`src/rtl/ramctrl_pkg.sv`:
```
// Shared types, width codes and byte-lane helpers for the RAM/IO port controller.
package ramctrl_pkg;

    localparam int         ADDR_WIDTH_DEF = 32;
    localparam logic [1:0] IO_SEL_DEF     = 2'b11;

    localparam logic [2:0] WIDTH_BYTE = 3'b001;
    localparam logic [2:0] WIDTH_HALF = 3'b010;
    localparam logic [2:0] WIDTH_WORD = 3'b100;

    localparam logic GRANT_INST = 1'b0;
    localparam logic GRANT_DATA = 1'b1;

    typedef enum logic [2:0] {
        ST_IDLE   = 3'd0,
        ST_IOWAIT = 3'd1,
        ST_RD     = 3'd2,
        ST_WR     = 3'd3,
        ST_DONE   = 3'd4
    } state_t;

    // Unknown width codes fall back to a single byte.
    function automatic logic [2:0] width_to_len(input logic [2:0] w);
        case (w)
            WIDTH_HALF: return 3'd2;
            WIDTH_WORD: return 3'd4;
            default:    return 3'd1;
        endcase
    endfunction

    function automatic logic [7:0] byte_sel(input logic [31:0] w, input logic [1:0] k);
        case (k)
            2'd0:    return w[7:0];
            2'd1:    return w[15:8];
            2'd2:    return w[23:16];
            default: return w[31:24];
        endcase
    endfunction

    function automatic logic [31:0] byte_put(input logic [31:0] w, input logic [1:0] k,
                                             input logic [7:0] b);
        logic [31:0] r;
        r = w;
        case (k)
            2'd0:    r[7:0]   = b;
            2'd1:    r[15:8]  = b;
            2'd2:    r[23:16] = b;
            default: r[31:24] = b;
        endcase
        return r;
    endfunction

    // Fill the bits above the last assembled byte with its MSB (sgn) or zero.
    function automatic logic [31:0] extend(input logic [31:0] w, input logic [2:0] n,
                                           input logic sgn);
        logic signed [7:0]  b;
        logic signed [15:0] h;
        b = w[7:0];
        h = w[15:0];
        case (n)
            3'd1:    return sgn ? 32'(b) : {24'd0, w[7:0]};
            3'd2:    return sgn ? 32'(h) : {16'd0, w[15:0]};
            default: return w;
        endcase
    endfunction

endpackage

```
`src/rtl/ramctrl_if.sv`:
```
// Request/response and byte-wide memory signals shared by fetch, datactrl and RAM.
interface ramctrl_if #(parameter int ADDR_WIDTH = 32);

    logic                  icache_ramctrl_en_in;
    logic [ADDR_WIDTH-1:0] icache_ramctrl_addr_in;
    logic                  ramctrl_icache_rdy_out;
    logic [31:0]           ramctrl_icache_data_out;

    logic                  datactrl_ramctrl_data_en_in;
    logic                  datactrl_ramctrl_data_rw_in;
    logic                  datactrl_ramctrl_data_sgn_in;
    logic [2:0]            datactrl_ramctrl_data_width_in;
    logic [ADDR_WIDTH-1:0] datactrl_ramctrl_data_addr_in;
    logic [31:0]           datactrl_ramctrl_data_data_in;
    logic                  ramctrl_datactrl_data_rdy_out;
    logic [31:0]           ramctrl_datactrl_data_data_out;

    logic [7:0]            mem_din;
    logic [7:0]            mem_dout;
    logic [ADDR_WIDTH-1:0] mem_a;
    logic                  mem_wr;

    modport slave (
        input  icache_ramctrl_en_in, icache_ramctrl_addr_in,
        output ramctrl_icache_rdy_out, ramctrl_icache_data_out,
        input  datactrl_ramctrl_data_en_in, datactrl_ramctrl_data_rw_in,
        input  datactrl_ramctrl_data_sgn_in, datactrl_ramctrl_data_width_in,
        input  datactrl_ramctrl_data_addr_in, datactrl_ramctrl_data_data_in,
        output ramctrl_datactrl_data_rdy_out, ramctrl_datactrl_data_data_out,
        input  mem_din,
        output mem_dout, mem_a, mem_wr
    );

    modport master (
        output icache_ramctrl_en_in, icache_ramctrl_addr_in,
        input  ramctrl_icache_rdy_out, ramctrl_icache_data_out,
        output datactrl_ramctrl_data_en_in, datactrl_ramctrl_data_rw_in,
        output datactrl_ramctrl_data_sgn_in, datactrl_ramctrl_data_width_in,
        output datactrl_ramctrl_data_addr_in, datactrl_ramctrl_data_data_in,
        input  ramctrl_datactrl_data_rdy_out, ramctrl_datactrl_data_data_out,
        output mem_din,
        input  mem_dout, mem_a, mem_wr
    );

endinterface

```
`src/rtl/ramctrl.sv`:
```
// Arbitrates the byte-wide RAM/IO port between instruction fetch and datactrl,
// serialising 1/2/4-byte requests into consecutive byte accesses.
module ramctrl
    import ramctrl_pkg::*;
#(
    parameter int         ADDR_WIDTH = ADDR_WIDTH_DEF,
    parameter logic [1:0] IO_SEL     = IO_SEL_DEF
) (
    input  logic      clk_in,
    input  logic      rst_in,
    input  logic      rdy_in,
    input  logic      io_buffer_full_in,
    ramctrl_if.slave  bus
);

    localparam logic [ADDR_WIDTH-1:0] ADDR_ONE = ADDR_WIDTH'(1);

    state_t                state_q, state_d;
    logic [2:0]            cnt_q, cnt_d;
    logic                  last_grant_q, last_grant_d;
    logic                  grant_q, grant_d;
    logic [ADDR_WIDTH-1:0] mem_a_q, mem_a_d;
    logic [7:0]            mem_dout_q, mem_dout_d;
    logic                  mem_wr_q, mem_wr_d;
    logic [31:0]           result_q, result_d;
    logic [ADDR_WIDTH-1:0] addr_q, addr_d;
    logic [31:0]           wdata_q, wdata_d;
    logic [2:0]            n_q, n_d;
    logic                  sgn_q, sgn_d;

    logic fetch_req, data_req, data_is_io, pick_data;

    assign fetch_req  = bus.icache_ramctrl_en_in;
    assign data_req   = bus.datactrl_ramctrl_data_en_in;
    assign data_is_io = (bus.datactrl_ramctrl_data_addr_in[17:16] == IO_SEL);
    // Round-robin: on a tie the side not granted last time wins.
    assign pick_data  = data_req && (!fetch_req || last_grant_q == GRANT_INST);

    // Next-state and datapath: arbitration in IDLE, then byte-serial read/write.
    always_comb begin
        state_d      = state_q;
        cnt_d        = cnt_q;
        last_grant_d = last_grant_q;
        grant_d      = grant_q;
        mem_a_d      = mem_a_q;
        mem_dout_d   = mem_dout_q;
        mem_wr_d     = mem_wr_q;
        result_d     = result_q;
        addr_d       = addr_q;
        wdata_d      = wdata_q;
        n_d          = n_q;
        sgn_d        = sgn_q;
        case (state_q)
            ST_IDLE: begin
                if (pick_data) begin
                    grant_d      = GRANT_DATA;
                    last_grant_d = GRANT_DATA;
                    addr_d       = bus.datactrl_ramctrl_data_addr_in;
                    wdata_d      = bus.datactrl_ramctrl_data_data_in;
                    n_d          = width_to_len(bus.datactrl_ramctrl_data_width_in);
                    sgn_d        = bus.datactrl_ramctrl_data_sgn_in;
                    cnt_d        = 3'd0;
                    result_d     = 32'd0;
                    if (!bus.datactrl_ramctrl_data_rw_in) begin
                        state_d = ST_RD;
                        mem_a_d = bus.datactrl_ramctrl_data_addr_in;
                    end else if (data_is_io) begin
                        state_d = ST_IOWAIT;
                    end else begin
                        state_d    = ST_WR;
                        mem_a_d    = bus.datactrl_ramctrl_data_addr_in;
                        mem_dout_d = bus.datactrl_ramctrl_data_data_in[7:0];
                        mem_wr_d   = 1'b1;
                    end
                end else if (fetch_req) begin
                    grant_d      = GRANT_INST;
                    last_grant_d = GRANT_INST;
                    addr_d       = bus.icache_ramctrl_addr_in;
                    n_d          = 3'd4;
                    sgn_d        = 1'b0;
                    cnt_d        = 3'd0;
                    result_d     = 32'd0;
                    state_d      = ST_RD;
                    mem_a_d      = bus.icache_ramctrl_addr_in;
                end
            end
            ST_IOWAIT: begin
                if (!io_buffer_full_in) begin
                    state_d    = ST_WR;
                    mem_a_d    = addr_q;
                    mem_dout_d = wdata_q[7:0];
                    mem_wr_d   = 1'b1;
                end
            end
            ST_RD: begin
                // mem_din carries the byte addressed in the previous cycle.
                if (cnt_q != 3'd0) begin
                    result_d = byte_put(result_q, cnt_q[1:0] - 2'd1, bus.mem_din);
                end
                if (cnt_q == n_q) begin
                    result_d = extend(result_d, n_q, sgn_q);
                    state_d  = ST_DONE;
                end else begin
                    cnt_d = cnt_q + 3'd1;
                    if (cnt_q + 3'd1 < n_q) begin
                        mem_a_d = mem_a_q + ADDR_ONE;
                    end
                end
            end
            ST_WR: begin
                if (cnt_q == n_q - 3'd1) begin
                    state_d  = ST_DONE;
                    mem_wr_d = 1'b0;
                end else begin
                    cnt_d      = cnt_q + 3'd1;
                    mem_a_d    = mem_a_q + ADDR_ONE;
                    mem_dout_d = byte_sel(wdata_q, cnt_q[1:0] + 2'd1);
                    mem_wr_d   = 1'b1;
                end
            end
            ST_DONE: begin
                state_d  = ST_IDLE;
                cnt_d    = 3'd0;
                mem_wr_d = 1'b0;
            end
            default: begin
                state_d  = ST_IDLE;
                mem_wr_d = 1'b0;
            end
        endcase
    end

    // Control and output registers; rdy_in low freezes everything.
    always_ff @(posedge clk_in) begin
        if (!rst_in) begin
            state_q      <= ST_IDLE;
            cnt_q        <= 3'd0;
            last_grant_q <= GRANT_INST;
            grant_q      <= GRANT_INST;
            mem_a_q      <= '0;
            mem_dout_q   <= 8'd0;
            mem_wr_q     <= 1'b0;
            result_q     <= 32'd0;
        end else if (rdy_in) begin
            state_q      <= state_d;
            cnt_q        <= cnt_d;
            last_grant_q <= last_grant_d;
            grant_q      <= grant_d;
            mem_a_q      <= mem_a_d;
            mem_dout_q   <= mem_dout_d;
            mem_wr_q     <= mem_wr_d;
            result_q     <= result_d;
        end
    end

    // Latched request context; only meaningful once a request is granted.
    always_ff @(posedge clk_in) begin
        if (rdy_in) begin
            addr_q  <= addr_d;
            wdata_q <= wdata_d;
            n_q     <= n_d;
            sgn_q   <= sgn_d;
        end
    end

    assign bus.mem_a    = mem_a_q;
    assign bus.mem_dout = mem_dout_q;
    assign bus.mem_wr   = mem_wr_q & rdy_in & rst_in;

    assign bus.ramctrl_icache_rdy_out         = (state_q == ST_DONE) && (grant_q == GRANT_INST) && rdy_in;
    assign bus.ramctrl_datactrl_data_rdy_out  = (state_q == ST_DONE) && (grant_q == GRANT_DATA) && rdy_in;
    assign bus.ramctrl_icache_data_out        = result_q;
    assign bus.ramctrl_datactrl_data_data_out = result_q;

endmodule
```
`src/flat_wrapper.sv`:
```
// flat-port wrapper written by rule: the top's interface ports become plain ports
module ramctrl_flat import ramctrl_pkg::*;
#(
    parameter int         ADDR_WIDTH = ADDR_WIDTH_DEF,
    parameter logic [1:0] IO_SEL     = IO_SEL_DEF
)
  (clk_in, rst_in, rdy_in, io_buffer_full_in, bus_icache_ramctrl_en_in, bus_icache_ramctrl_addr_in, bus_ramctrl_icache_rdy_out, bus_ramctrl_icache_data_out, bus_datactrl_ramctrl_data_en_in, bus_datactrl_ramctrl_data_rw_in, bus_datactrl_ramctrl_data_sgn_in, bus_datactrl_ramctrl_data_width_in, bus_datactrl_ramctrl_data_addr_in, bus_datactrl_ramctrl_data_data_in, bus_ramctrl_datactrl_data_rdy_out, bus_ramctrl_datactrl_data_data_out, bus_mem_din, bus_mem_dout, bus_mem_a, bus_mem_wr);
  ramctrl_if #(.ADDR_WIDTH(ADDR_WIDTH)) bus_i ();
  input  logic clk_in;
  input  logic rst_in;
  input  logic rdy_in;
  input  logic io_buffer_full_in;
  input wire logic [$bits(bus_i.icache_ramctrl_en_in)-1:0] bus_icache_ramctrl_en_in;
  input wire logic [$bits(bus_i.icache_ramctrl_addr_in)-1:0] bus_icache_ramctrl_addr_in;
  output wire logic [$bits(bus_i.ramctrl_icache_rdy_out)-1:0] bus_ramctrl_icache_rdy_out;
  output wire logic [$bits(bus_i.ramctrl_icache_data_out)-1:0] bus_ramctrl_icache_data_out;
  input wire logic [$bits(bus_i.datactrl_ramctrl_data_en_in)-1:0] bus_datactrl_ramctrl_data_en_in;
  input wire logic [$bits(bus_i.datactrl_ramctrl_data_rw_in)-1:0] bus_datactrl_ramctrl_data_rw_in;
  input wire logic [$bits(bus_i.datactrl_ramctrl_data_sgn_in)-1:0] bus_datactrl_ramctrl_data_sgn_in;
  input wire logic [$bits(bus_i.datactrl_ramctrl_data_width_in)-1:0] bus_datactrl_ramctrl_data_width_in;
  input wire logic [$bits(bus_i.datactrl_ramctrl_data_addr_in)-1:0] bus_datactrl_ramctrl_data_addr_in;
  input wire logic [$bits(bus_i.datactrl_ramctrl_data_data_in)-1:0] bus_datactrl_ramctrl_data_data_in;
  output wire logic [$bits(bus_i.ramctrl_datactrl_data_rdy_out)-1:0] bus_ramctrl_datactrl_data_rdy_out;
  output wire logic [$bits(bus_i.ramctrl_datactrl_data_data_out)-1:0] bus_ramctrl_datactrl_data_data_out;
  input wire logic [$bits(bus_i.mem_din)-1:0] bus_mem_din;
  output wire logic [$bits(bus_i.mem_dout)-1:0] bus_mem_dout;
  output wire logic [$bits(bus_i.mem_a)-1:0] bus_mem_a;
  output wire logic [$bits(bus_i.mem_wr)-1:0] bus_mem_wr;
  assign bus_i.icache_ramctrl_en_in = bus_icache_ramctrl_en_in;
  assign bus_i.icache_ramctrl_addr_in = bus_icache_ramctrl_addr_in;
  assign bus_ramctrl_icache_rdy_out = bus_i.ramctrl_icache_rdy_out;
  assign bus_ramctrl_icache_data_out = bus_i.ramctrl_icache_data_out;
  assign bus_i.datactrl_ramctrl_data_en_in = bus_datactrl_ramctrl_data_en_in;
  assign bus_i.datactrl_ramctrl_data_rw_in = bus_datactrl_ramctrl_data_rw_in;
  assign bus_i.datactrl_ramctrl_data_sgn_in = bus_datactrl_ramctrl_data_sgn_in;
  assign bus_i.datactrl_ramctrl_data_width_in = bus_datactrl_ramctrl_data_width_in;
  assign bus_i.datactrl_ramctrl_data_addr_in = bus_datactrl_ramctrl_data_addr_in;
  assign bus_i.datactrl_ramctrl_data_data_in = bus_datactrl_ramctrl_data_data_in;
  assign bus_ramctrl_datactrl_data_rdy_out = bus_i.ramctrl_datactrl_data_rdy_out;
  assign bus_ramctrl_datactrl_data_data_out = bus_i.ramctrl_datactrl_data_data_out;
  assign bus_i.mem_din = bus_mem_din;
  assign bus_mem_dout = bus_i.mem_dout;
  assign bus_mem_a = bus_i.mem_a;
  assign bus_mem_wr = bus_i.mem_wr;
  ramctrl #(.ADDR_WIDTH(ADDR_WIDTH), .IO_SEL(IO_SEL)) u_core (.clk_in(clk_in), .rst_in(rst_in), .rdy_in(rdy_in), .io_buffer_full_in(io_buffer_full_in), .bus(bus_i));
endmodule
```
`config.mk`:
```
export PLATFORM = sky130hd
export DESIGN_NAME = ramctrl_flat
export DESIGN_NICKNAME = d
export VERILOG_FILES = /design/src/rtl/ramctrl_pkg.sv /design/src/rtl/ramctrl_if.sv /design/src/rtl/ramctrl.sv /design/src/flat_wrapper.sv
export SDC_FILE = /design/constraint.sdc
export NUM_CORES = 1
export LEC_CHECK = 0
export ABC_CLOCK_PERIOD_IN_PS = 4700
export BUFFER_PORTS_ARGS = -buffer_cell sky130_fd_sc_hd__buf_2
export CAP_MARGIN = 20
export CORE_AREA = 2 2 165 167
export CTS_BUF_LIST = sky130_fd_sc_hd__clkbuf_16
export DETAILED_ROUTE_END_ITERATION = 7
export DIE_AREA = 0 0 167 169
export REMOVE_ABC_BUFFERS = 1
export SYNTH_ARGS = -nofsm -noshare
export SYNTH_HDL_FRONTEND = slang
export SYNTH_SLANG_ARGS = --single-unit
export TNS_END_PERCENT = 50
```
`constraint.sdc`:
```
create_clock -name clk_in -period 4.7 [get_ports clk_in]
set_input_delay 0.705 -clock clk_in [delete_from_list [all_inputs] [get_ports clk_in]]
set_output_delay 0.705 -clock clk_in [all_outputs]
set_load 0.01 [all_outputs]
```
# After elaboration in Yosys (flattened, before gate mapping)
# Index checks and enable logic that the tools add are counted.
[classes]
add_sub_neg = 5
magnitude_cmp = 1
n_eq_ne = 26
n_mux = 54
bitwise_logic = 4
n_reduce_logical = 25
[ops]
columns = ["op", "count"]
rows = [
  ["$mux W32", 15],
  ["$pmux W32 S2", 2],
  ["$pmux W32 S4", 1],
  ["$mux W8", 9],
  ["$pmux W8 S3", 2],
  ["$mux W3", 12],
  ["$add A32 B1 Y32 const B", 1],
  ["$pmux W3 S4", 2],
  ["$eq A3 B2 Y1 const B", 4],
  ["$ne A2 B2 Y1 const B", 5],
  ["$reduce_and A5 Y1", 2],
  ["$reduce_and A3 Y1", 3],
  ["$mux W1", 8],
  ["$ne A2 B1 Y1 const B", 4],
  ["$reduce_and A8 Y1", 1],
  ["$reduce_bool A4 Y1", 2],
  ["$reduce_and A7 Y1", 1],
  ["$eq A2 B2 Y1 const B", 3],
  ["$eq A3 B1 Y1 const B", 2],
  ["$eq A3 B3 Y1", 2],
  ["$eq A3 B3 Y1 const B", 2],
  ["$pmux W3 S2", 1],
  ["$reduce_and A6 Y1", 1],
  ["$reduce_bool A3 Y1", 2],
  ["other kinds (19)", 28],
]
[totals]
ff_bits = 148
in_bits = 115
output_inout_bits = 107
wordCells = 126

# Longest topological paths before layout
[depth]
depth_word = 9
mapped_depth = 11
depth_no_buf = 9

# Least setup slack after synthesis
# No wires, ideal clock.
[synth_timing]
path_kind = "input port to flip-flop"
start = "in bus_datactrl_ramctrl_data_en_in"
end = "reg u_core.wdata_q[0] (enable)"
setup_time_ns = 0.463
t_arrival_ns = 3.739
setup_slack_ns = 0.498
path_stages = 5
path_buffers = 3
cell_sequence = "a21bo_1 -> buf_6 -> clkbuf_1 -> clkbuf_1 -> nor3_1"
[synth_via]
elab_chain_len = 2
[synth_rtl]
columns = ["item", "line_no", "source"]
rows = [
  ["from (decl)", "flat_wrapper.sv:17", "input wire logic [$bits(bus_i.datactrl_ramctrl_data_en_in)-1:0] bus_datactrl_ramctrl_data_en_in;"],
  ["$logic_and A1 B1 Y1", "ramctrl.sv:37", "assign pick_data = data_req && (!fetch_req || last_grant_q == GRANT_INST);"],
  ["$reduce_and A3 Y1 (no line)", "n/a", ""],
  ["to (signal assigned)", "ramctrl.sv:160", "wdata_q <= wdata_d;"],
  ["to (decl)", "ramctrl.sv:27", "logic [31:0] wdata_q, wdata_d;"],
]
# Every way passes these cells.
# A chain may end at the register's enable or synchronous reset.

# Worst setup path after layout
[layout_timing]
start = "reg u_core.cnt_q[1]"
end = "reg u_core.mem_a_q[11] (netlist: u_core.bus.mem_a[11])"
[layout_via]
elab_chain_len = 4
word_cells_on_any_way = 8
[layout_rtl]
columns = ["item", "line_no", "source"]
rows = [
  ["from (decl)", "ramctrl.sv:19", "logic [2:0] cnt_q, cnt_d;"],
  ["from (signal assigned)", "ramctrl.sv:146", "cnt_q <= cnt_d;"],
  ["$add A3 B1 Y3", "ramctrl.sv:105", "if (cnt_q + 3'd1 < n_q) begin"],
  ["$lt A3 B3 Y1", "ramctrl.sv:105", ""],
  ["$ne A2 B1 Y1 (no line)", "n/a", ""],
  ["$reduce_and A8 Y1 (no line) *", "n/a", ""],
  ["to (signal assigned)", "ramctrl.sv:149", "mem_a_q <= mem_a_d;"],
  ["to (decl)", "ramctrl.sv:22", "logic [ADDR_WIDTH-1:0] mem_a_q, mem_a_d;"],
]
# Mark *: on every way between the ends. The rest lies on a longest branch, timed or not.

==> results.sh <==
export IMPL_most_frequent_cells_in_the_layout="221 x sky130_fd_sc_hd__buf_2, 141 x sky130_fd_sc_hd__nand2_1, 80 x sky130_fd_sc_hd__dfxtp_1, 68 x sky130_fd_sc_hd__edfxtp_1, 64 x sky130_fd_sc_hd__a21oi_1"
export IMPL_design_die_area_um2=28200
export IMPL_final_common_cell="sky130_fd_sc_hd__buf_2"
export IMPL_status="complete, no violations"
export IMPL_syn_inst=847
export IMPL_p_leak_uw=0.00409
export IMPL_wire_length_on_met1_um=10400
export IMPL_critical_path_peak_fanout=30
export IMPL_cp_slowest_stage_delay_ns=0.51
export IMPL_crit_family="compound AO/OA/AOI/OAI gates"
export IMPL_final_layout_size_suffix_gt1_share_pct=29.5
export IMPL_post_route_period_util_pct=64.9
export IMPL_critical_path_cell_by_cell="inv_1 > ha_1 > ha_1 > nor2b_1 > o21a_1 > or4_4 > a311oi_4 > buf_4 > a21boi_0 > o21a_1"
export IMPL_grt_antenna_before_repair=1
export IMPL_cts_buffers_inserted=17
export IMPL_final_worst_path_period_need_ns=3.05
export IMPL_grt_pass1_wl_um=37300
export IMPL_post_cts_hold_buffer_count=0
export IMPL_total_count_of_max_transition_violations_in_the_final_report=0
export IMPL_post_cts_setup_buffers=0
export IMPL_yosys_warnings=0
export IMPL_cp_data_required_time_ns=5.01
export IMPL_cts_htree_levels=4
export IMPL_tritoncts_num_sinks=148
export IMPL_met2WireLength_um=11700
export IMPL_path_clk_slew_ns=0.06
export IMPL_synth_cell_types=73
export IMPL_cts_tree="done"
export IMPL_final_routed_wirelength_across_all_metal_layers_um=24000
export IMPL_criticalPathCategory="flip-flop to flip-flop"
export IMPL_final_core_utilization_pct=36.2
export IMPL_design_portCount=222
export IMPL_grt_usage_pct=16.9
export IMPL_cts_root_buffer_cell="sky130_fd_sc_hd__clkbuf_16"
export IMPL_grt_pass1_vias=6618
export IMPL_power_density_nw_per_um2=367
export IMPL_cts_root_to_sink_buffers=2
export IMPL_routedWlPerCell_um=17.6
export IMPL_overall_via_count_from_detail_route=6994
export IMPL_worst_path_buf_inv=2
export IMPL_initial_utilization_pct=29.6
export IMPL_highest_layer="met4"
export IMPL_io_buffers=221
export IMPL_finalSetupViolations=0
export IMPL_clkLatencyLatePin_ns=0.42
export IMPL_synth_flop_cell="sky130_fd_sc_hd__dfxtp_1"
export IMPL_num_rows=60
export IMPL_area_growth_from_synthesis_to_layout_pct=22.2
export IMPL_netlist_area_um2=7850
export IMPL_timing_slew_headroom_pct=33.8
export IMPL_core_area_um2=26500
export IMPL_globalRouteOverflowTotal=0
export IMPL_via_per_inst=5.11
export IMPL_fin_tns_setup_ns=0
export IMPL_rsz0062_at_grt="false"
export IMPL_die_width_um=167
export IMPL_fmax_ghz=0.328
export IMPL_die_h_um=169
export IMPL_yosys_register_bits=148
export IMPL_synth_edff_count=68
export IMPL_crit_slowest_cell="sky130_fd_sc_hd__or4_4"
export IMPL_post_cts_resized_instances=0
export IMPL_nNetsFinal=1141
export IMPL_remaining_drc_errors=0
export IMPL_post_synth_cell_area_avg_um2=9.27
export IMPL_drtAntennaViolNets=0
export IMPL_critPathCaptureType="flip-flop"
export IMPL_tightestPinTransition_ns=0.993
export IMPL_grt_max_degree=47
export IMPL_initialDrtViolationCount=590
export IMPL_dr_wl_met3_um=1510
export IMPL_hpwl_um=16700
export IMPL_synth_async_reset_ratio_pct=0
export IMPL_power_ir_vdd_worst_uv=272
export IMPL_holdCritPathClass="flip-flop to flip-flop"
export IMPL_crit_arrival_ns=3.36
export IMPL_synth_seq_area_share_pct=46.4
export IMPL_gp_routability_congestion=0.811
export IMPL_detailedRoute_firstPassIterationCount=5
export IMPL_cap_violations=0
export IMPL_endpoints_failing_hold=0
export IMPL_setup_worst_path_start_class="flip-flop"
export IMPL_worst_clock_skew_ns=0.0137
==> metal layers <==
layer | vias up | global-route usage [%]
li1 | 3425 | -
met1 | 3307 | 21.3
met2 | 237 | 28.6
met3 | 25 | 3.81
met4 | 0 | 5.36
met5 | - | 0
==> cell families after synthesis <==
group,Yosys count,share of synthesized area (%)
buffers and inverters,98,6.80
xor gates and xnor gates,8,1.07
DFF,148,46.4
and+or+nand+nor,298,17.5
muxes,24,3.33
adders and majority gates,13,2.07
AOI/OAI and AO/OA,258,22.8
==> power by group <==
group          switching (uW)  internal (uW)
clock network             558            808
logic                     389            231
registers                84.1           1450
total                    1030           2490
==> per-stage QoR <==
step / power [uW] / setup WS [ns] / cells / hold WS [ns] / cell area (um2)
final: 3520 / 1.65 / 1368 / 0.453 / 9600
after global placement: 2170 / 1.70 / 1335 / 0.441 / 9010
after detailed placement: 2190 / 1.67 / 1335 / 0.446 / 9010
after floorplan: 1910 / 0.642 / 762 / 0.449 / 7370
after global routing: 3690 / 1.48 / 1368 / 0.435 / 9600
after CTS: 3560 / 1.66 / 1367 / 0.438 / 9590
==> synthesized netlist by cell type, types with 4 or more instances <==
master / n / area (um2)
sky130_fd_sc_hd__nand3_1: 19 / 95.1
sky130_fd_sc_hd__dfxtp_1: 80 / 1600
sky130_fd_sc_hd__a221oi_1: 6 / 52.6
sky130_fd_sc_hd__xor2_1: 6 / 52.6
sky130_fd_sc_hd__nand2b_1: 5 / 31.3
sky130_fd_sc_hd__and2_1: 5 / 31.3
sky130_fd_sc_hd__nor3_1: 20 / 100
sky130_fd_sc_hd__buf_2: 10 / 50.1
sky130_fd_sc_hd__o31ai_1: 11 / 82.6
sky130_fd_sc_hd__a22oi_1: 38 / 285
sky130_fd_sc_hd__edfxtp_1: 68 / 2040
sky130_fd_sc_hd__a22o_1: 12 / 105
sky130_fd_sc_hd__a211o_1: 7 / 61.3
sky130_fd_sc_hd__buf_4: 33 / 248
sky130_fd_sc_hd__o21a_1: 8 / 60.1
sky130_fd_sc_hd__o32ai_2: 6 / 97.6
sky130_fd_sc_hd__inv_1: 13 / 48.8
sky130_fd_sc_hd__o21ai_1: 10 / 50.1
sky130_fd_sc_hd__o21ai_0: 42 / 210
sky130_fd_sc_hd__mux2_2: 17 / 191
sky130_fd_sc_hd__and3_1: 6 / 37.5
sky130_fd_sc_hd__nor2_1: 51 / 191
sky130_fd_sc_hd__mux2i_1: 7 / 70.1
sky130_fd_sc_hd__nand2_1: 141 / 529
sky130_fd_sc_hd__or2_2: 5 / 31.3
sky130_fd_sc_hd__buf_6: 4 / 45.0
sky130_fd_sc_hd__a21oi_1: 64 / 320
sky130_fd_sc_hd__a31oi_1: 7 / 43.8
sky130_fd_sc_hd__a21o_1: 16 / 120
sky130_fd_sc_hd__clkbuf_1: 35 / 131
sky130_fd_sc_hd__nand4_1: 16 / 100
sky130_fd_sc_hd__nor2b_1: 10 / 62.6
sky130_fd_sc_hd__ha_1: 13 / 163
==> tightest hold or removal path: cells and delay by family, from the launching register on <==
family          cells  cell delay [ns]
flops               1             0.30
simple gates        1             0.05
compound gates      1             0.05
==> sequential cells by signal, summed over array words and instances, names as in the netlist <==
register	count
u_core.addr_q	32
u_core.cnt_q	3
u_core.mem_wr_q	1
u_core.bus.mem_dout	8
u_core.wdata_q	32
u_core.n_q	3
u_core.state_q	3
u_core.last_grant_q	1
u_core.bus.mem_a	32
u_core.bus.ramctrl_datactrl_data_data_out	32
u_core.sgn_q	1
==> layout make-up <==
type | count | area [um2]
Sequential cell | 148 | 3640
Clock inverter | 14 | 135
Inverter | 13 | 48.8
Timing Repair Buffer | 232 | 1190
Multi-Input combinational cell | 601 | 3700
Antenna cell | 1 | 2.50
Clock buffer | 18 | 450
Tap cell | 341 | 427
Fill cell | 2723 | 16900
==> worst paths after layout <==
check                                            from                                  end  slack (ns)  depth (start not counted)
setup / recovery         u_core.cnt_q[1]$_SDFFE_PN0P_    u_core.bus.mem_a[11]$_SDFFE_PN0P_        1.65                         10
hold / removal    u_core.bus.mem_dout[3]$_SDFFE_PN0P_  u_core.bus.mem_dout[3]$_SDFFE_PN0P_        0.45                          2
setup reg to reg         u_core.cnt_q[1]$_SDFFE_PN0P_    u_core.bus.mem_a[11]$_SDFFE_PN0P_        1.65                         10
hold reg to reg   u_core.bus.mem_dout[3]$_SDFFE_PN0P_  u_core.bus.mem_dout[3]$_SDFFE_PN0P_        0.45                          2
(Power assumes the default switching activity.)
